`config.mk`:
```
export PLATFORM = sky130hd
export DESIGN_NAME = temporizador_ausencia
export DESIGN_NICKNAME = d
export VERILOG_FILES = /design/src/rtl/temporizador_ausencia.sv
export SDC_FILE = /design/constraint.sdc
export NUM_CORES = 1
export LEC_CHECK = 0
export CAP_MARGIN = 20
export CORE_UTILIZATION = 45
export CTS_BUF_LIST = sky130_fd_sc_hd__clkbuf_8
export CTS_CLUSTER_DIAMETER = 30
export CTS_CLUSTER_SIZE = 8
export DETAILED_ROUTE_END_ITERATION = 10
export PLACE_DENSITY_LB_ADDON = 0.3
export SYNTH_ARGS = -nofsm -noshare
export SYNTH_HDL_FRONTEND = slang
export SYNTH_SLANG_ARGS = --single-unit
```
`constraint.sdc`:
```
create_clock -name clk -period 3.35 [get_ports clk]
set_clock_uncertainty 0.2 [all_clocks]
set_input_delay 0.8375 -clock clk [delete_from_list [all_inputs] [get_ports clk]]
set_output_delay 0.8375 -clock clk [all_outputs]
set_load 0.005 [all_outputs]
```
`src/rtl/temporizador_ausencia.sv`:
```
// Absence timer: counts a no-presence interval in prescaled ticks while the
// lighting FSM holds enable, and returns a one-cycle timeout pulse to its c input.
module temporizador_ausencia #(
  parameter int PRESCALE = 1000,
  parameter int TIMEOUT  = 30,
  parameter int TW       = 8
) (
  input  logic          clk,
  input  logic          rst_n,
  input  logic          enable,
  input  logic          presenca,
  output logic          timeout,
  output logic [TW-1:0] remaining,
  output logic          ativo
);

  localparam int PW = (PRESCALE > 1) ? $clog2(PRESCALE) : 1;
  localparam logic [PW-1:0] PS_LAST = PW'(PRESCALE - 1);
  localparam logic [TW-1:0] RELOAD  = TW'(TIMEOUT);

  typedef enum logic [1:0] {IDLE, COUNTING, EXPIRED} state_t;

  state_t        state, state_nx;
  logic [PW-1:0] prescaler, prescaler_nx;
  logic [TW-1:0] count, count_nx;
  logic          timeout_nx;

  // NOTE: sequential state uses non-blocking assignments so every register
  // samples the values from before this edge, independent of statement order.
  always_ff @(posedge clk or negedge rst_n) begin
    if (!rst_n) begin
      state     <= IDLE;
      prescaler <= '0;
      count     <= '0;
      timeout   <= 1'b0;
    end else begin
      state     <= state_nx;
      prescaler <= prescaler_nx;
      count     <= count_nx;
      timeout   <= timeout_nx;
    end
  end

  always_comb begin
    // NOTE: every signal gets a default before the case so no path can infer a latch.
    state_nx     = state;
    prescaler_nx = prescaler;
    count_nx     = count;
    timeout_nx   = 1'b0;
    unique case (state)
      IDLE: begin
        prescaler_nx = '0;
        count_nx     = '0;
        if (enable) begin
          state_nx = COUNTING;
          count_nx = RELOAD;
        end
      end
      COUNTING: begin
        if (!enable) begin
          state_nx     = IDLE;
          count_nx     = '0;
          prescaler_nx = '0;
        end else if (presenca) begin
          count_nx     = RELOAD;
          prescaler_nx = '0;
        end else if (prescaler == PS_LAST) begin
          // count is always >= 1 here, so the decrement cannot wrap
          prescaler_nx = '0;
          count_nx     = count - 1'b1;
          if (count == TW'(1)) begin
            state_nx   = EXPIRED;
            timeout_nx = 1'b1;
          end
        end else begin
          prescaler_nx = prescaler + 1'b1;
        end
      end
      EXPIRED: begin
        prescaler_nx = '0;
        count_nx     = '0;
        if (!enable) state_nx = IDLE;
      end
      default: begin
        state_nx     = IDLE;
        prescaler_nx = '0;
        count_nx     = '0;
      end
    endcase
  end

  assign remaining = count;
  assign ativo     = (state == COUNTING);

endmodule
```
==> qor.csv <==
stage;metric;value;unit
global_routing;first-pass GRT wire length;3290;um
die;Die Area;2600;um^2
global_routing;pin count of the biggest net entering global routing;22;
critical_path;Critical Path End Type;flip-flop;
clocking;worst skew pair latency;0.25;ns
final_layout;area grow syn2layout;18.4;%
die;core area;2230;um^2
timing;max-slew violation count;0;
route;DRT Wirelength;1950;um
logic_synthesis;post-synth cell types;36;
timing;setup TNS;0;ns
logic_synthesis;register area share after synthesis;48.7;%
clocking;Post-CTS Setup Inserts;0;
final_layout;Register Area;526;um^2
route;Top Layer Used;met4;
route;Avg WL per Cell;13.1;um
power_and_ir_drop;Comb pwr share;7.4;%
clocking;root buffer cell;clkbuf_8;
clocking;Worst-path clk slew;0.07;ns
route;iteration-0 DRC count of the detailed router;6;
critical_path;Reg2Reg Setup Slack;0.99;ns
power_and_ir_drop;Seq pwr share;57.6;%
final_layout;fill count;186;
timing;Tcrit/Tclk final;71.2;%
power_and_ir_drop;PwrDens;357;nW/um^2
timing;Period minus WS final;2.39;ns
global_routing;initial antenna violation count;0;
logic_synthesis;Synth Net Count;113;
die;Die Ht;51.0;um
logic_synthesis;Mapped Cells;106;
critical_path;Worst Path Required;3.34;ns
critical_path;highest-delay cell along the critical path;or2_2;
logic_synthesis;Yosys warnings;0;
clocking;clk sink count;21;
route;DR vias;797;
route;DRT Pass-1 Iters;4;
clocking;CTS max path bufs;2;
timing;Slew Limit Headroom;70.9;%
route;final antenna-violating net count;0;
critical_path;crit-path cells;clkdlybuf4s50_1, nor2b_1, nand2b_1, or2_2, nor2_1;
clocking;total CTS buffers;3;
route;vias per inst;5.35;
power_and_ir_drop;sw power;100;uW
power_and_ir_drop;Clk network pwr share;35.0;%
critical_path;Worst setup SP type;input port;
min_path;Hold/Removal Path Class;reg2reg;
timing;Max Clk Rate;419;MHz
final_layout;area of the multi-input gates;515;um^2
logic_synthesis;Yosys reg bits;21;
logic_synthesis;mean post-synth cell area;10.2;um^2
critical_path;Worst EP arrival;2.37;ns
clocking;CTS Hold Bufs;0;
die;Initial Util;48.3;%
placed_design;PortBufs;13;
timing;hold_ws;0.302;ns
logic_synthesis;Post-Syn Area;1080;um^2
global_routing;Total GRT Usage;17.2;%
timing;unrepaired setup endpoints after global routing;false;
final_layout;commonest cells after routing, fill and taps aside;dfrtp_1 (21), clkdlybuf4s50_1 (13), nor2_1 (10);
clocking;H-tree Lvls;1;
placed_design;Final HPWL DP;1420;um
power_and_ir_drop;Net Sw Frac;22.0;%
placed_design;routability cong.;0.836;
timing;worst-margin pin slew;0.433;ns
critical_path;CP Buf/Inv Count;1;
timing;final setup fails;0;
global_routing;total congestion overflow;0;
route;DRT met1 WL;1040;um
critical_path;Crit path max-delay family;simple AND/OR/NAND/NOR gates;
timing;Hold Violations, Final;0;
power_and_ir_drop;Internal Power;356;uW
critical_path;slowest stage delay, CP;0.42;ns
job;max_cap viols;0;
route;Residual DRC;0;
clocking;TritonCTS clock tree;done;
power_and_ir_drop;worst vdd ir;0.228;mV
die;Cell Rows;17;
route;metal2 WL;832;um
die;I/O Pins;14;
route;WL met3;63;um
global_routing;vias in the first global route;726;
critical_path;Setup CP Type;in2reg;
outcome;outcome;finished, final reports clean;
power_and_ir_drop;Static Leak;0.000520;uW
final_layout;most common library cell in the layout ignoring fill and taps;dfrtp_1;
clocking;Post-CTS Resized;0;
final_layout;layout cells sized above 1;8.26;%
final_layout;Total Nets Final;129;
final_layout;# diodes;0;
critical_path;Worst Path Max Fanout;9;
die;Die W;51.0;um
cells by family after synthesis:
logic type | synth area share [%]
AND/OR/NAND/NOR | 27.1
adder cells (fa/ha/maj) | 3.48
buffers and inverters | 3.48
flip-flops | 48.7
XOR/XNOR | 7.31
AO/OA/AOI/OAI | 8.82
multiplexers | 1.04
synthesized netlist by cell type:
| master | instances | share of area, % |
|---|---|---|
| dfrtp_1 | 21 | 49 |
| nand4_1 | 2 | 1.2 |
| o21ai_0 | 3 | 1.4 |
| and2b_1 | 1 | 0.70 |
| nand2_1 | 3 | 1.0 |
| xnor2_1 | 6 | 4.9 |
| and2_1 | 1 | 0.58 |
| o31ai_1 | 1 | 0.70 |
| nor3_1 | 2 | 0.93 |
| nor3b_1 | 1 | 0.70 |
| mux2_2 | 1 | 1.0 |
| nor4_1 | 2 | 1.2 |
| and4_1 | 1 | 0.81 |
| inv_1 | 5 | 1.7 |
| a21oi_1 | 7 | 3.2 |
| and3b_1 | 1 | 0.81 |
| xor2_1 | 3 | 2.4 |
| or4b_4 | 1 | 1.3 |
| nor2b_1 | 4 | 2.3 |
| or3_1 | 4 | 2.3 |
| nand3_1 | 2 | 0.93 |
| a31oi_1 | 2 | 1.2 |
| or3b_2 | 1 | 0.81 |
| clkbuf_1 | 2 | 0.70 |
| a311oi_1 | 1 | 0.81 |
| and3_1 | 3 | 1.7 |
| o21a_1 | 1 | 0.70 |
| or4b_1 | 1 | 0.93 |
| buf_6 | 1 | 1.0 |
| or2_2 | 2 | 1.2 |
| nand2b_1 | 2 | 1.2 |
| or4_4 | 1 | 1.0 |
| ha_1 | 3 | 3.5 |
| o41ai_1 | 1 | 0.81 |
| nor2_1 | 10 | 3.5 |
| or4_1 | 3 | 2.1 |
worst register-to-register path: stages (launching register included):
cell	delay, ns
dfrtp_1	0.49
or4b_4	0.56
or4_4	0.51
or3_1	0.35
a21oi_1	0.17
final cells by class:
type                    instances  share of cell area [%]
flip-flops and latches         21                    41.1
multi-input cells              77                    40.4
repair buffers                 14                    10.8
clock buffers                   3                    3.23
well taps                      28                    2.74
inverters                       5                    1.47
clock inverters                 1                   0.294
state kept, by name (all words and copies together), names as in the netlist:
signal,cells
prescaler,10
timeout,1
remaining,8
state,2
through the flow:
| stage | util (%) | cells | setup slack, ns | area, um^2 | power (uW) |
|---|---|---|---|---|---|
| 2_1_floorplan | - | 106 | 1.12 | 1080 | 281 |
| 3_3_place_gp | 55.2 | 145 | 0.776 | 1230 | 301 |
| 3_5_place_dp | 55.2 | 145 | 0.716 | 1230 | 302 |
| 4_1_cts | 57.2 | 149 | 0.968 | 1280 | 459 |
| 5_1_grt | 57.2 | 149 | 0.774 | 1280 | 473 |
| 6_report | 57.2 | 149 | 0.965 | 1280 | 456 |
routing by layer:
metal	track usage (%)	vias to the layer above
li1	-	406
met1	26.3	377
met2	23.9	12
met3	3.57	2
met4	5.56	0
met5	0	-
worst paths after layout:
| kind | startpoint | to | depth (start not counted) |
|---|---|---|---|
| worst max-delay path | presenca | prescaler[8] | 5 |
| worst min register to register | prescaler[0] | prescaler[0] | 1 |
| worst max register to register | prescaler[4] | remaining[7] | 4 |
| max in group asynchronous | rst_n | prescaler[2] | 2 |
| min in group asynchronous | rst_n | remaining[1] | 2 |
| worst min-delay path | prescaler[0] | prescaler[0] | 1 |
power groups by stage:
stage | clock, uW | combinational, uW | sequential (uW)
floorplan | 0 | 13.8 | 267
global placement | 0 | 33.6 | 268
detailed placement | 0 | 33.8 | 268
CTS | 162 | 34.2 | 263
global route | 170 | 38.6 | 264
finish | 160 | 33.7 | 263
Note: power is estimated with default switching activity, not from simulation.
==> edit 1 (same settings) <==
Re-encode `state_t` (3 states) as one-hot, 3 bits wide.
--- a/src/rtl/temporizador_ausencia.sv
+++ b/src/rtl/temporizador_ausencia.sv
@@ -18,7 +18,7 @@
   localparam logic [PW-1:0] PS_LAST = PW'(PRESCALE - 1);
   localparam logic [TW-1:0] RELOAD  = TW'(TIMEOUT);
 
-  typedef enum logic [1:0] {IDLE, COUNTING, EXPIRED} state_t;
+  typedef enum logic [2:0] {IDLE = 3'b001, COUNTING = 3'b010, EXPIRED = 3'b100} state_t;
 
   state_t        state, state_nx;
   logic [PW-1:0] prescaler, prescaler_nx;
Function: no difference found for any inputs over 10 cycles, from zero or initial values and one cycle with rst_n low; not proved beyond that.
==> edit 1 against the unedited design <==
- final area up 8.9%
- final cell count is 10% higher
- area after synthesis is 7.3% higher
- wire length increased by 19%
- sequential cell count up 1
- worst setup slack worse by 0.14 ns
- first-iteration DRC count rose to 2.8 times the old value
Power is not compared: it rests on default switching activity, and its combinational part moved more than twofold at a synthesized area within 25%.
==> edit 1: results (changes against the unedited design) <==
Detailed routing
  • Metal2 WL: 1.08 mm (was 832 um)
  • Routed WL: 2.32 mm (was 1.95 mm)
  • WL met3: 73 um (was 63 um)
  • Initial DRC Count: 17 (was 6)
  • Vias: 938 (was 797)
  • Via density: 5.72 (was 5.35)

Logic synthesis
  • Adder-cell area share of the yosys netlist: 3.24% (was 3.48%)
  • Top post-synthesis cells by area: dfrtp_1 45%, xnor2_1 5.3%, nor2_1 3.9% (was dfrtp_1 49%, xnor2_1 4.9%, ha_1 3.5%)
  • Post-synthesis compound-gate area fraction: 11.7% (was 8.82%)
  • Post-Synthesis Cells: 116 (was 106)
  • Synth Area in XOR/XNOR: 7.57% (was 7.31%)
  • Distinct cell type count after synthesis: 39 (was 36)
  • Multiplexer share of the synthesized area: 0.865% (was 1.04%)
  • Seq/Total Area, Yosys: 47.7% (was 48.7%)

Global routing
  • Vias in the first global route: 876 (was 726)
  • Total track usage: 20.1% (was 17.2%)
  • Largest net degree at the start of global routing: 23 (was 22)

Run status
  • Status: finished clean (unchanged)

Placed design
  • Cell Count Post-Placement: 160 (was 145)
  • Worst slack at placement: 0.559 ns (was 0.716 ns)
  • Placed cell areas: 1340 sq um (was 1230 sq um)

STA
  • Tcrit/Tclk final: 75.5% (was 71.2%)

Worst setup path
  • Max FO, Critical Path: 8 (was 9)
  • Crit. Startpoint: enable (was presenca)

Cells and area
  • Filler cell count: 224 (was 186)
  • Share of cells above drive strength 1: 6.72% (was 8.26%)
[edit 1: cell type report]
type / instances / area [sq um] / share of cell area [%]
multi-input combinational: 90 / 591 / 42.4
clock buffer: 4 / 55.1 / 3.96
inverter: 3 / 11.3 / 0.809
tap: 30 / 37.5 / 2.70
sequential: 22 / 552 / 39.7
timing repair buffer: 15 / 145 / 10.4
[edit 1: critical path, cell delays in order]
cell	delay [ns]
clkdlybuf4s50_1	0.53
nand4bb_1	0.26
nor2_1	0.45
and2_1	0.27
o32a_1	0.18
[edit 1: stage by stage]
stage | total power, mW | hold WS [ns]
final | 0.694 | 0.311
after global placement | 0.510 | 0.283
after global routing | 0.736 | 0.320
after floorplan | 0.430 | 0.255
after CTS | 0.702 | 0.304
after detailed placement | 0.510 | 0.293
[edit 1: per-layer routing]
| metal | up-vias | global-route usage [%] |
|---|---|---|
| met5 | - | 0 |
| met4 | 0 | 10.5 |
| met3 | 5 | 2.61 |
| met2 | 17 | 31.4 |
| met1 | 451 | 26.7 |
| li1 | 465 | - |
==> edit 2 (config.mk and constraints unchanged) <==
Made on the original files. `TW`: 8 -> 7.
--- a/src/rtl/temporizador_ausencia.sv
+++ b/src/rtl/temporizador_ausencia.sv
@@ -3,7 +3,7 @@
 module temporizador_ausencia #(
   parameter int PRESCALE = 1000,
   parameter int TIMEOUT  = 30,
-  parameter int TW       = 8
+  parameter int TW       = 7
 ) (
   input  logic          clk,
   input  logic          rst_n,
Interface: changed (resized remaining); port bits go from 14 to 13. The function was not compared with the original's and may differ.
==> edit 2 against the unedited design <==
- final area decreased by 3.6%
- sequential cell count decreased by 1
- combinational power increased by 2%
- wire length increased by 4.2%
- worst setup slack improved by 0.072 ns
- critical path depth decreased by 3
- clock power decreased by 3%
- power decreased by 3.2%
- sequential share of layout area decreased by 0.49 points
- register-to-register slack improved by 0.40 ns
- area after synthesis decreased by 2.6%
==> edit 2: results (changes against the unedited design) <==
Run status
  • Status: finished clean (unchanged)

Power
  • Leakage power: 0.492 nW (was 0.520 nW)
  • Maximum VDD drop: 0.000274 V (was 0.000228 V)
  • Power Density: 359 nW/um^2 (was 357 nW/um^2)

Logic synthesis
  • Top post-synthesis cells by area: dfrtp_1 48%, nor2_1 3.9%, a21oi_1 3.8% (was dfrtp_1 49%, xnor2_1 4.9%, ha_1 3.5%)
  • Distinct cell type count after synthesis: 39 (was 36)
  • Top cells by count, synth: 20 x dfrtp_1, 11 x nor2_1, 8 x a21oi_1 (was 21 x dfrtp_1, 10 x nor2_1, 7 x a21oi_1)
  • Synth Area in XOR/XNOR: 5.83% (was 7.31%)
  • Post-synth ARST share: 100% (unchanged)
  • Multiplexer share of the synthesized area: 1.07% (was 1.04%)
  • Adder-cell area share of the yosys netlist: 3.57% (was 3.48%)
  • Seq/Total Area, Yosys: 47.6% (was 48.7%)
  • Syn_area_per_cell: 10.1 sq um (was 10.2 sq um)
  • Syn nets: 111 (was 113)

Global routing
  • Total track usage: 18.9% (was 17.2%)
  • First-pass GRT wire length: 3.55 mm (was 3.29 mm)
  • Largest net degree at the start of global routing: 21 (was 22)
  • Vias in the first global route: 813 (was 726)

Worst setup path
  • Worst Setup EP: ativo (was prescaler[8])
  • Arr. time, crit path: 1.28 ns (was 2.37 ns)
  • Worst r2r src: prescaler[5] (was prescaler[4])
  • Worst path max stage delay: 0.50 ns (was 0.42 ns)
  • Max stage delay cell, worst path: clkdlybuf4s50_1 (was or2_2)
  • Max FO, Critical Path: 3 (was 9)
  • Reg2reg setup slack: 1.39 ns (was 0.99 ns)
  • Crit. Startpoint: state[1] (was presenca)

Detailed routing
  • Via density: 5.67 (was 5.35)
  • Initial DRC Count: 14 (was 6)

Cells and area
  • Max reg flops: 10 (unchanged)
  • Non-Filler Instances: 144 (was 149)
  • Fin nets: 125 (was 129)
  • Filler cell count: 203 (was 186)

Placed design
  • Placed cell areas: 1190 sq um (was 1230 sq um)
  • DP Wirelength: 1.51 mm (was 1.42 mm)
  • Worst slack at placement: 0.962 ns (was 0.716 ns)
  • Gpl congestion: 0.876 (was 0.836)

Clocking
  • Clock Path Buffers: 2 (unchanged)

STA
  • Min Hold Slack: 0.269 ns (was 0.302 ns)
  • Final Hold Viols: 0 (unchanged)
  • Worst rel slew slack: 40.5% (was 70.9%)
## edit 2: worst max-delay path: cells and delay by family (launching register included)
kind | cells | cell delay [ns]
buffers and inverters | 1 | 0.50
DFF | 1 | 0.40
and+or+nand+nor | 1 | 0.11
## edit 2: power by group
part	total, mW	internal [mW]	switching [mW]
Clock	0.156	0.0801	0.0762
Combinational	0.0344	0.0175	0.0169
Sequential	0.251	0.246	0.00510
Total	0.442	0.343	0.0982
## edit 2: layout make-up
type	instances	share of cell area (%)
Sequential cell	20	40.7
Inverter	3	0.915
Clock buffer	3	3.35
Tap cell	28	2.85
Timing Repair Buffer	12	9.76
Multi-Input combinational cell	78	42.5
## edit 2: metal layers
metal  GRT usage (%)  vias to the layer above  routed length, um
li1                -                      399                  -
met1            23.9                      400               1010
met2            30.7                       13                924
met3            3.33                        5                 52
met4            10.2                        0                 42
met5               0                        -                  0
